## src/rtl/adv7513_cfg_seq.sv

```systemverilog
// adv7513_cfg_seq: ADV7513 HDMI transmitter configuration sequencer.
// Waits a power-up settle time, then writes every register-init ROM entry
// through the shared I2C master (retrying NACKs) and finally enables the
// video timing driver.
// Optional build macro: ADV7513_HPD_RECFG_EN (hot-plug driven reconfiguration).
module adv7513_cfg_seq #(
  parameter int unsigned NUM_REGS     = 16,
  parameter logic [7:0]  I2C_DEV_ADDR = 8'h72,
  parameter int unsigned MAX_RETRY    = 3,
  parameter int unsigned PWRUP_WAIT   = 1000000
) (
  input  logic                                              clk,
  input  logic                                              rst_n,
  input  logic                                              cfg_start,
  input  logic                                              hpd,
  output logic [((NUM_REGS > 1) ? $clog2(NUM_REGS) : 1)-1:0] rom_addr,
  input  logic [15:0]                                       rom_rdata,
  output logic                                              i2c_req,
  output logic [7:0]                                        i2c_dev_addr,
  output logic [7:0]                                        i2c_reg_addr,
  output logic [7:0]                                        i2c_wdata,
  input  logic                                              i2c_done,
  input  logic                                              i2c_nack,
  output logic                                              busy,
  output logic                                              cfg_done,
  output logic                                              cfg_err,
  output logic                                              drvr_en
);

  localparam int unsigned IW = (NUM_REGS > 1) ? $clog2(NUM_REGS) : 1;
  localparam int unsigned WW = (PWRUP_WAIT > 1) ? $clog2(PWRUP_WAIT) : 1;
  localparam int unsigned RW = (MAX_RETRY > 0) ? $clog2(MAX_RETRY + 1) : 1;

  localparam logic [IW-1:0] IDX_LAST  = IW'(NUM_REGS - 1);
  localparam logic [WW-1:0] WAIT_LAST = WW'(PWRUP_WAIT - 1);
  localparam logic [RW-1:0] RETRY_MAX = RW'(MAX_RETRY);

  localparam logic [2:0] S_IDLE    = 3'd0;
  localparam logic [2:0] S_WAIT    = 3'd1;
  localparam logic [2:0] S_ROM_RD  = 3'd2;
  localparam logic [2:0] S_ROM_LAT = 3'd3;
  localparam logic [2:0] S_REQ     = 3'd4;
  localparam logic [2:0] S_REQ_GAP = 3'd5;
  localparam logic [2:0] S_DONE    = 3'd6;
  localparam logic [2:0] S_ERR     = 3'd7;

  logic [2:0]    r_state;
  logic [2:0]    w_state_nxt;
  logic [IW-1:0] r_idx;
  logic [WW-1:0] r_wait_cnt;
  logic [RW-1:0] r_retry;
  logic          r_req;
  logic          r_busy;
  logic          r_done;
  logic          r_err;
  logic [7:0]    r_dev_addr;
  logic [7:0]    r_reg_addr;
  logic [7:0]    r_wdata;

  logic w_busy_st;
  logic w_wait_tc;
  logic w_last;
  logic w_retry_max;
  logic w_start_idle;
  logic w_enter_wait;

  assign w_busy_st    = (r_state != S_IDLE) && (r_state != S_DONE) && (r_state != S_ERR);
  assign w_wait_tc    = (r_wait_cnt == WAIT_LAST);
  assign w_last       = (r_idx == IDX_LAST);
  assign w_retry_max  = (r_retry >= RETRY_MAX);
  assign w_enter_wait = (w_state_nxt == S_WAIT) && (r_state != S_WAIT);

`ifdef ADV7513_HPD_RECFG_EN
  logic r_hpd_q;

  // Previous hpd level; also sampled during reset so a steady-high hpd
  // coming out of reset is not mistaken for a plug event.
  always_ff @(posedge clk) begin
    r_hpd_q <= hpd;
  end

  assign w_start_idle = hpd && (cfg_start || !r_hpd_q);
`else
  assign w_start_idle = cfg_start && hpd;
`endif

  // State register.
  always_ff @(posedge clk) begin
    if (!rst_n) begin
      r_state <= S_IDLE;
    end else begin
      r_state <= w_state_nxt;
    end
  end

  // Next-state logic; an hpd loss overrides everything while busy.
  always_comb begin
    w_state_nxt = r_state;
    case (r_state)
      S_IDLE: begin
        if (w_start_idle) w_state_nxt = S_WAIT;
      end
      S_WAIT: begin
        if (w_wait_tc) w_state_nxt = S_ROM_RD;
      end
      S_ROM_RD: begin
        w_state_nxt = S_ROM_LAT;
      end
      S_ROM_LAT: begin
        w_state_nxt = S_REQ;
      end
      S_REQ: begin
        if (i2c_done) begin
          if (!i2c_nack) begin
            w_state_nxt = w_last ? S_DONE : S_ROM_RD;
          end else begin
            w_state_nxt = w_retry_max ? S_ERR : S_REQ_GAP;
          end
        end
      end
      S_REQ_GAP: begin
        w_state_nxt = S_REQ;
      end
      S_DONE: begin
`ifdef ADV7513_HPD_RECFG_EN
        if (!hpd) begin
          w_state_nxt = S_IDLE;
        end else if (cfg_start) begin
          w_state_nxt = S_WAIT;
        end
`else
        if (cfg_start) w_state_nxt = S_WAIT;
`endif
      end
      S_ERR: begin
        if (cfg_start && hpd) w_state_nxt = S_WAIT;
      end
      default: begin
        w_state_nxt = S_IDLE;
      end
    endcase
    if (w_busy_st && !hpd) w_state_nxt = S_IDLE;
  end

  // Settle counter, ROM index and retry counter; all restart on IDLE or a fresh WAIT.
  always_ff @(posedge clk) begin
    if (!rst_n) begin
      r_idx      <= '0;
      r_wait_cnt <= '0;
      r_retry    <= '0;
    end else if ((w_state_nxt == S_IDLE) || w_enter_wait) begin
      r_idx      <= '0;
      r_wait_cnt <= '0;
      r_retry    <= '0;
    end else begin
      if ((r_state == S_WAIT) && !w_wait_tc) begin
        r_wait_cnt <= r_wait_cnt + WW'(1);
      end
      if ((r_state == S_REQ) && (w_state_nxt == S_ROM_RD)) begin
        r_idx   <= r_idx + IW'(1);
        r_retry <= '0;
      end
      if ((r_state == S_REQ) && (w_state_nxt == S_REQ_GAP)) begin
        r_retry <= r_retry + RW'(1);
      end
    end
  end

  // Outputs registered from the next state so they change with the state itself.
  always_ff @(posedge clk) begin
    if (!rst_n) begin
      r_req      <= 1'b0;
      r_busy     <= 1'b0;
      r_done     <= 1'b0;
      r_err      <= 1'b0;
      r_dev_addr <= I2C_DEV_ADDR;
      r_reg_addr <= 8'h00;
      r_wdata    <= 8'h00;
    end else begin
      r_req      <= (w_state_nxt == S_REQ);
      r_busy     <= (w_state_nxt != S_IDLE) && (w_state_nxt != S_DONE) &&
                    (w_state_nxt != S_ERR);
      r_done     <= (w_state_nxt == S_DONE);
      r_err      <= (w_state_nxt == S_ERR);
      r_dev_addr <= I2C_DEV_ADDR;
      if (r_state == S_ROM_LAT) begin
        r_reg_addr <= rom_rdata[15:8];
        r_wdata    <= rom_rdata[7:0];
      end
    end
  end

  assign rom_addr     = r_idx;
  assign i2c_req      = r_req;
  assign i2c_dev_addr = r_dev_addr;
  assign i2c_reg_addr = r_reg_addr;
  assign i2c_wdata    = r_wdata;
  assign busy         = r_busy;
  assign cfg_done     = r_done;
  assign cfg_err      = r_err;
  assign drvr_en      = r_done;

endmodule

```

## config.mk

```make
export PLATFORM = sky130hd
export DESIGN_NAME = adv7513_cfg_seq
export DESIGN_NICKNAME = d
export VERILOG_FILES = /design/src/rtl/adv7513_cfg_seq.sv
export SDC_FILE = /design/constraint.sdc
export NUM_CORES = 1
export LEC_CHECK = 0
export ABC_CLOCK_PERIOD_IN_PS = 5200
export BUFFER_PORTS_ARGS = -buffer_cell sky130_fd_sc_hd__buf_2
export CAP_MARGIN = 10
export CORE_ASPECT_RATIO = 1.4
export CORE_MARGIN = 2
export CORE_UTILIZATION = 42
export DETAILED_ROUTE_END_ITERATION = 8
export GPL_ROUTABILITY_DRIVEN = 0
export PLACE_DENSITY = 0.74
export SYNTH_ARGS = -nofsm -noshare
export SYNTH_HDL_FRONTEND = slang
export SYNTH_SLANG_ARGS = --single-unit
```

## constraint.sdc

```tcl
create_clock -name clk -period 5.2 [get_ports clk]
set_clock_uncertainty 0.1 [all_clocks]
set_input_delay 0.78 -clock clk [delete_from_list [all_inputs] [get_ports clk]]
set_output_delay 0.78 -clock clk [all_outputs]
set_load 0.005 [all_outputs]
```

==> results of run 1 <==
## critical path, stage by stage, from the launching register on
cell	delay [ns]
dfxtp_1	0.73
nand3_1	0.14
a311o_1	0.42
a2111o_1	0.45
and3_1	0.20
o21a_1	0.18
## per-layer routing
metal / global-route usage (%) / vias up / part of all wire (%)
li1: - / 1051 / -
met1: 16.5 / 943 / 43
met2: 27.6 / 55 / 49
met3: 3.73 / 10 / 5.7
met4: 7.31 / 0 / 2.4
met5: 0 / - / 0
## sequential cells by signal, indices dropped and copies added, names as in the netlist
name	count
cfg_err	1
i2c_req	1
i2c_reg_addr	8
r_retry	2
rom_addr	4
cfg_done	1
r_state	3
r_wait_cnt	20
i2c_wdata	8
busy	1
## per-stage QoR
step	area [um^2]	setup slack (ns)	cells	total power, mW	hold slack [ns]
after floorplan	2400	2.81	291	0.422	0.347
after global placement	2570	2.67	380	0.431	0.347
after detailed placement	2570	2.66	380	0.432	0.355
after CTS	2660	2.84	388	0.659	0.367
after global routing	2660	2.61	388	0.678	0.390
final	2660	2.87	388	0.651	0.363
## power by group through the flow
stage          clock, mW  combinational (mW)  sequential [mW]
2_1_floorplan          0              0.0334            0.389
3_3_place_gp           0              0.0394            0.392
3_5_place_dp           0              0.0398            0.392
4_1_cts            0.236              0.0400            0.383
5_1_grt            0.249              0.0455            0.384
6_report           0.228              0.0401            0.383
## synthesized netlist by cell type, types with 8 or more instances
cell | number | area share, %
buf_4 | 9 | 2.8
o21ai_0 | 11 | 2.3
a21oi_1 | 16 | 3.4
inv_1 | 8 | 1.3
nand4_1 | 8 | 2.1
clkbuf_1 | 11 | 1.7
nand3_1 | 9 | 1.9
a21boi_0 | 17 | 5.4
or3_1 | 10 | 2.6
nand2_1 | 41 | 6.5
dfxtp_1 | 49 | 41
nor2_1 | 16 | 2.5
## cell type report
type | count | area share (%)
inverters | 8 | 1.13
well taps | 68 | 3.20
multi-input cells | 209 | 46.8
flip-flops and latches | 49 | 36.8
clock buffers | 5 | 2.58
clock inverters | 3 | 0.799
repair buffers | 46 | 8.65
## cells in the final DEF (no fill, tap or decap), types with 5 or more instances in the layout
master / instances
a21boi_0: 17
a21oi_1: 16
buf_2: 46
clkbuf_8: 5
conb_1: 8
dfxtp_1: 49
inv_1: 8
nand2_1: 41
nand3_1: 9
nand4_1: 8
nor2_1: 16
nor3_1: 5
o21ai_0: 11
or3_1: 10
xor2_1: 6
## kinds of logic after synthesis
group | Yosys count
simple gates | 123
compound gates | 64
flops | 49
buf+inv | 33
xor+xnor | 9
fa+ha+maj | 3
other cells | 2
mux | 2
## final timing paths
| check | startpoint | endpoint | slack (ns) | cells past startpoint |
|---|---|---|---|---|
| worst max-delay path | r_state[2] | r_retry[0] | 2.87 | 5 |
| worst min register to register | i2c_wdata[5] | i2c_wdata[5] | 0.36 | 2 |
| worst max register to register | r_state[2] | r_retry[0] | 2.87 | 5 |
| worst min-delay path | i2c_wdata[5] | i2c_wdata[5] | 0.36 | 2 |
==> run_results.csv, run 1 <==
group,metric,value,unit
layout,postLayoutCoreUtil,48.5,%
yosys,ys_dominant_reg_cell,"dfxtp_1",
cts,clkLatencyLatePin,0.30,ns
critical_path,path_class,"flip-flop to flip-flop",
global_routing,grt_pass1_wl,7640,um
floorplanning,die_w,67.6,um
route,routed_wl,4710,um
floorplanning,io_pins,55,
yosys,synth_seq_cells,49,
sta,finalSetupViolCount,0,
yosys,synth_adder_area_share,1.58,%
sta,worst_pin_slew,0.786,ns
critical_path,cp_max_fo,20,
power_and_ir_drop,seq_power_share,58.8,%
floorplanning,die_area,6280,um^2
min_path,min_path_type,"flip-flop to flip-flop",
sta,fmax,0.430,GHz
sta,setup_tns,0,ns
sta,relSlewSlack,47.3,%
power_and_ir_drop,p_switching,0.159,mW
layout,syn2layout_area_growth,12.1,%
route,ant_nets,0,
placement,place_hpwl,3430,um
layout,regArea,981,um^2
power_and_ir_drop,pwr-share-clk,35.0,%
route,drtPass1Iterations,4,
power_and_ir_drop,p_sw_share,24.4,%
cts,cts_buffer_depth,2,
yosys,ys_seq_area_share,41.3,%
yosys,ys_warn_count,0,
floorplanning,die_h,93.0,um
route,drt_iter0_drc,45,
status,outcome,"complete, no violations",
cts,cts_root_buf,"clkbuf_8",
global_routing,globalRouteOverflowTotal,0,
cts,postCtsSetupBuffers,0,
yosys,netlist_area,2370,um^2
yosys,synthCells,285,
floorplanning,rows,32,
global_routing,antenna_found_initial,0,
cts,path_clk_slew,0.09,ns
critical_path,end_kind,"flip-flop",
yosys,synthArstFlopShare,0,%
cts,cts_hold_buf,0,
sta,period_minus_slack,2.33,ns
critical_path,worstPathArrival,2.43,ns
layout,final_nets,344,
cts,cts_tree,"done",
sta,post-route-period-util,44.8,%
power_and_ir_drop,combPwrFrac,6.2,%
critical_path,critical_path_required,5.30,ns
floorplanning,start_util,43.3,%
layout,multiInputGateArea,1250,um^2
yosys,synthXorXnorAreaFrac,3.32,%
power_and_ir_drop,power_leakage,1.00,nW
sta,slew_violations,0,
floorplanning,core_area,5490,um^2
critical_path,cp-start-kind,"flip-flop",
global_routing,grt_start_max_net_pins,26,
route,drc,0,
cts,htreeDepth,2,
yosys,synth_area_per_cell,8.33,um^2
power_and_ir_drop,intPower,0.492,mW
layout,layout-drive-gt1-share,18.4,%
power_and_ir_drop,p_per_area,245,nW/um^2
job,cap_violations,0,
sta,rsz0062_at_grt,"no",
yosys,yosys.area_share.simple,27.8,%
cts,cts-resized-gates,0,
global_routing,track_usage,15.5,%
layout,n_fill_cell,523,
sta,hold_viol,0,
layout,antennaDiodeCount,0,
yosys,synthMuxAreaShare,0.843,%
yosys,synth-compound-area-share,17.7,%
yosys,synth_top_family_by_area,"simple AND/OR/NAND/NOR gates",
route,vias_per_cell,5.31,
yosys,synth_edf_count,0,
route,num_vias,2059,
cts,cts_made_buffers,5,
route,routedWlPerCell,12.1,um
power_and_ir_drop,ir_drop,0.0000953,V
cts,clock_sinks,49,
placement,port_buffers,46,
yosys,ys_types,47,
global_routing,grt_pass1_vias,1856,
No activity file was read; power rests on OpenSTA's default activity.
==> inputs of run 2 (changes only) <==
- ABC_AREA: unset -> 1
- ABC_CLOCK_PERIOD_IN_PS: 5200 -> 1990
- PLACE_DENSITY: 0.74 -> 0.76
- clock period: 5.2 -> 1.99 ns (I/O delays scaled with it)
==> run 2 against run 1 <==
  * Wire length is 12% higher
  * Core utilization is 3.0 points higher
  * Power increased to 4.0 times the previous value
  * Worst hold slack got worse by 0.22 ns
  * Critical endpoint unchanged
  * First-iteration DRC count is 89% higher
  * Cell count up 24%
  * Non-clock buffer count grew 15
==> run_results.csv, run 2 <==
group,metric,value,unit
status,outcome,"complete, no violations",
critical_path,critical_path_required,2.09,ns
layout,regArea,985,um^2
route,drtPass1Iterations,4,
critical_path,critPathMaxStageDelay,0.35,ns
sta,setup_tns,0,ns
power_and_ir_drop,p_per_area,865,nW/um^2
sta,period_minus_slack,1.87,ns
yosys,ys_types,31,
layout,final_nets,435,
route,ant_nets,0,
yosys,synth_edf_count,0,
floorplanning,die_h,95.7,um
layout,final_common_cell,"nand2_1",
cts,postCtsSetupBuffers,0,
critical_path,cp-start-kind,"flip-flop",
floorplanning,die_w,69.5,um
yosys,yosys-top-cells-area,"dfxtp_1 (39%), nand2_1 (10%), nor2_1 (10%)",
critical_path,r2r_slack,0.12,ns
critical_path,regToRegEndpoint,"r_retry[0]",
cts,cts_tree,"done",
critical_path,timing.rr.start,"r_wait_cnt[0]",
floorplanning,io_pins,55,
floorplanning,start_util,43.3,%
global_routing,globalRouteOverflowTotal,0,
layout,n_fill_cell,535,
floorplanning,core_area,5820,um^2
critical_path,slowest_stage,"dfxtp_1",
critical_path,cp-startpoint,"r_wait_cnt[0]",
cts,cts_buffer_depth,2,
layout,top_register,"r_wait_cnt",
route,routed_wl,5270,um
layout,largest_register_ffs,20,
critical_path,cp_max_fo,8,
critical_path,path_class,"flip-flop to flip-flop",
sta,hold_viol,0,
critical_path,ff2ff_path_depth,11,
yosys,netlist_area,2520,um^2
cts,clkLatencyLatePin,0.30,ns
yosys,synthCells,354,
power_and_ir_drop,ir_drop,0.000464,V
yosys,ys_dominant_reg_cell,"dfxtp_1",
yosys,synthArstFlopShare,0,%
global_routing,track_usage,16.5,%
cts,cts-resized-gates,0,
job,cap_violations,0,
global_routing,grt_start_max_net_pins,20,
sta,finalSetupViolCount,0,
layout,multiInputGateArea,1330,um^2
layout,antennaDiodeCount,0,
critical_path,worstPathArrival,1.97,ns
cts,cts_root_buf,"clkbuf_8",
sta,fmax,0.535,GHz
power_and_ir_drop,power_leakage,1.27,nW
placement,place_hpwl,4160,um
layout,final_cell_mix,"nand2_1 (68), nor2_1 (66), dfxtp_1 (46), buf_2 (46), inv_1 (31)",
sta,post-route-period-util,94.0,%
yosys,synth.most_common_cell,"nand2_1",
route,routedWlPerCell,11.0,um
critical_path,cp_cell_sequence,"ha_1 -> nand3_1 -> nor2_1 -> nand3_1 -> nand2_4 -> nand2_2 -> nand3_1 -> nand3_2 -> nand2_4 -> buf_4 -> a21oi_1",
placement,port_buffers,46,
yosys,synth_seq_cells,49,
yosys,netlist.top_cell.by_area,"dfxtp_1",
cts,cts_hold_buf,0,
sta,slew_violations,0,
critical_path,worstSetupEndpoint,"r_retry[0]",
layout,postLayoutCoreUtil,51.5,%
global_routing,grt_pass1_vias,2243,
route,drc,0,
yosys,yosysTopAreaCellShare,38.9,%
route,num_vias,2350,
yosys,ys_seq_area_share,38.9,%
sta,whs,0.141,ns
yosys,ys_warn_count,0,
layout,layout-drive-gt1-share,26.0,%
critical_path,end_kind,"flip-flop",
cts,htreeDepth,2,
global_routing,antenna_found_initial,0,
floorplanning,die_area,6650,um^2
route,drt_iter0_drc,85,
cts,clock_sinks,49,
min_path,worstHoldStart,"rom_rdata[6]",
min_path,min_path_type,"input port to flip-flop",
critical_path,crit_path_frequent_cell,"nand3_1",
global_routing,grt_pass1_wl,9080,um
yosys,synth_area_per_cell,7.13,um^2
yosys,synth_common_cells,"nand2_1 (70), nor2_1 (67), dfxtp_1 (49), inv_1 (31), o21ai_0 (19)",
cts,cts_made_buffers,5,
layout,syn2layout_area_growth,18.8,%
route,vias_per_cell,4.89,
floorplanning,rows,33,
cts,path_clk_slew,0.10,ns
run 2: cell count changes in the layout (fill, tap and decap cells not counted), sizes merged, moves of 10 or more:
cell,delta
nand3,+12
a21boi,-17
nor2,+56
nand2,+34
or3,-10
buf,+15
inv,+27
run 2: cell type report:
cell class,count,area share [%]
inverters,35,4.46
repair buffers,61,12.3
clock buffers,5,2.29
well taps,70,2.92
clock inverters,3,0.834
multi-input cells,258,44.4
flip-flops and latches,49,32.8
run 2: stage by stage:
stage	total power, mW	setup WS (ns)	instances	instance area [um^2]
floorplan	1.72	0.216	360	2550
global placement	1.96	0.192	473	2880
detailed placement	1.98	0.109	473	2880
CTS	2.60	0.0639	481	2970
global route	2.76	-0.00434	481	3000
finish	2.59	0.119	481	3000
run 2: routing by layer:
| metal | share of wire, % | vias to the layer above | GRT usage [%] |
|---|---|---|---|
| li1 | - | 1223 | - |
| met5 | 0 | - | 0 |
| met3 | 5.5 | 8 | 4.08 |
| met2 | 53 | 65 | 33.8 |
| met1 | 41 | 1054 | 16.5 |
| met4 | 1.3 | 0 | 4.08 |
run 2: critical path: cells and delay by family, from the launching register on:
kind / cells / cell delay (ns)
buf+inv: 1 / 0.16
flops: 1 / 0.35
fa+ha+maj: 1 / 0.17
simple gates: 8 / 0.93
compound gates: 1 / 0.05
run 2: kinds of logic (layout without fill, tap and decap cells):
group,Yosys count,after routing,share of synthesized area (%)
xor gates and xnor gates,15,15,5.21
buffers and inverters,53,104,10.2
other,2,8,0.298
and+or+nand+nor,195,195,35.0
AOI/OAI and AO/OA,37,37,9.02
DFF,49,49,38.9
adders and majority gates,3,3,1.49
run 2: power breakdown:
part / internal [mW] / leakage [nW] / switching [mW]
Combinational: 0.351 / 0.824 / 0.537
Clock: 0.257 / 0.0452 / 0.356
Sequential: 1.04 / 0.397 / 0.0479
run 2: worst min-delay path by stage:
stage / endpoint / cells past startpoint
detailed placement: r_wait_cnt[19] / 2
global placement: i2c_wdata[1] / 2
floorplan: r_wait_cnt[18] / 2
CTS: i2c_wdata[6] / 3
finish: i2c_wdata[6] / 3
global route: i2c_reg_addr[3] / 3
==> inputs of run 3 (changes only) <==
- MAX_ROUTING_LAYER: unset -> met4
==> run 3 against run 2 <==
  * Global-route usage up 0.48 points
  * Worst setup slack worse by 0.0021 ns
  * Power about the same
  * Sequential share of layout area unchanged
  * Largest cell class unchanged
==> run_results.csv, run 3 (synthesized netlist as in run 2, its figures left out) <==
group,metric,value,unit
sta,fmax,0.534,GHz
layout,top_register,"r_wait_cnt",
layout,syn2layout_area_growth,18.8,%
critical_path,regToRegEndpoint,"r_retry[0]",
route,vias_per_cell,4.87,
critical_path,end_kind,"flip-flop",
layout,final_cells,481,
placement,port_buffers,46,
placement,placed_cells,473,
cts,cts_hold_buf,0,
global_routing,grt_pass1_wl,9070,um
cts,cts_tree,"done",
min_path,worstHoldStart,"rom_rdata[6]",
critical_path,ff2ff_path_depth,11,
route,drtPass1Iterations,4,
floorplanning,die_w,69.5,um
sta,finalSetupViolCount,0,
critical_path,path_class,"flip-flop to flip-flop",
layout,layout-drive-gt1-share,26.0,%
cts,path_clk_slew,0.10,ns
cts,clkLatencyLatePin,0.31,ns
min_path,min_path_type,"input port to flip-flop",
cts,cts_root_buf,"clkbuf_8",
route,routedWlPerCell,11.0,um
cts,clock_sinks,49,
critical_path,worstPathArrival,1.97,ns
power_and_ir_drop,ir_drop,0.000466,V
status,outcome,"complete, no violations",
layout,final_common_cell,"nand2_1",
floorplanning,die_h,95.7,um
floorplanning,io_pins,55,
cts,cts-resized-gates,0,
placement,place_hpwl,4160,um
min_path,hold_path_depth,3,
layout,antennaDiodeCount,0,
critical_path,cp_cell_sequence,"ha_1 -> nand3_1 -> nor2_1 -> nand3_1 -> nand2_4 -> nand2_2 -> nand3_1 -> nand3_2 -> nand2_4 -> buf_4 -> a21oi_1",
cts,postCtsSetupBuffers,0,
layout,largest_register_ffs,20,
sta,hold_viol,0,
sta,whs,0.141,ns
floorplanning,rows,33,
sta,setup_ws,0.117,ns
sta,setup_tns,0,ns
critical_path,critical_path_required,2.09,ns
global_routing,grt_pass1_vias,2242,
critical_path,cp_max_fo,8,
global_routing,grt_start_max_net_pins,20,
layout,final_nets,435,
route,drt_iter0_drc,99,
placement,preCtsSetupSlack,0.109,ns
layout,final_cell_mix,"nand2_1 (68), nor2_1 (66), dfxtp_1 (46), buf_2 (46), inv_1 (31)",
critical_path,r2r_slack,0.12,ns
route,num_vias,2343,
critical_path,cp-start-kind,"flip-flop",
sta,post-route-period-util,94.1,%
critical_path,critPathTopFamily,"simple AND/OR/NAND/NOR gates",
critical_path,slowest_stage,"dfxtp_1",
sta,period_minus_slack,1.87,ns
critical_path,critPathMaxStageDelay,0.35,ns
critical_path,crit_path_frequent_cell,"nand3_1",
layout,n_fill_cell,535,
floorplanning,start_util,43.3,%
power_and_ir_drop,power_leakage,1.27,nW
route,drc,0,
floorplanning,die_area,6650,um^2
critical_path,cp_num_buf_inv,1,
cts,htreeDepth,2,
min_path,hold_end,"i2c_wdata[6]",
route,routed_wl,5290,um
job,cap_violations,0,
cts,cts_made_buffers,5,
floorplanning,core_area,5820,um^2
power_and_ir_drop,p_per_area,865,nW/um^2
global_routing,antenna_found_initial,0,
global_routing,track_usage,17.0,%
route,ant_nets,0,
global_routing,globalRouteOverflowTotal,0,
sta,slew_violations,0,
cts,cts_buffer_depth,2,
critical_path,timing.rr.start,"r_wait_cnt[0]",
[run 3: cell counts in the layout (fill, tap and decap cells not counted)]
No cell type changed its count.
[run 3: worst max path at each step]
stage	startpoint	to	slack [ns]	cells after the start
final	r_wait_cnt[0]	r_retry[0]	0.12	11
after global routing	r_wait_cnt[0]	r_retry[0]	-0.004	11
after CTS	r_wait_cnt[0]	r_wait_cnt[8]	0.06	11
after detailed placement	r_wait_cnt[0]	r_wait_cnt[8]	0.11	11
after global placement	r_wait_cnt[0]	r_wait_cnt[15]	0.19	10
after floorplan	r_wait_cnt[0]	rom_addr[0]	0.22	10
[run 3: worst register-to-register path: stages (launching register included)]
cell and delay, ns:
dfxtp_1 0.35, ha_1 0.17, nand3_1 0.14, nor2_1 0.14, nand3_1 0.13, nand2_4 0.17
nand2_2 0.09, nand3_1 0.09, nand3_2 0.08, nand2_4 0.10, buf_4 0.16, a21oi_1 0.05
[run 3: routing by layer]
| metal | track usage, % | vias up | share of wire [%] |
|---|---|---|---|
| met5 | - | - | 0 |
| met4 | 4.08 | 0 | 1.3 |
| met3 | 3.14 | 8 | 4.2 |
| met2 | 33.9 | 62 | 53 |
| met1 | 17.1 | 1051 | 42 |
| li1 | - | 1222 | - |
[run 3: stage by stage]
stage | cell area [um^2] | util (%) | total power, mW
floorplan | 2550 | - | 1.72
global placement | 2880 | 49.4 | 1.96
detailed placement | 2880 | 49.4 | 1.98
CTS | 2970 | 51.0 | 2.60
global route | 3000 | 51.5 | 2.76
finish | 3000 | 51.5 | 2.60
[run 3: area by class of cell]
cell class              instances  area [um^2]  area share, %
multi-input cells             258         1330           44.4
flip-flops and latches         49          985           32.8
repair buffers                 61          368           12.3
inverters                      35          134           4.46
well taps                      70         87.6           2.92
clock buffers                   5         68.8           2.29
clock inverters                 3         25.0          0.834
[run 3: power by group]
group          leakage [nW]  internal [mW]  switching (mW)  total, mW
clock                0.0452          0.257           0.357      0.614
combinational         0.824          0.351           0.539      0.890
sequential            0.397           1.04          0.0479       1.09
total                  1.27           1.65           0.944       2.60
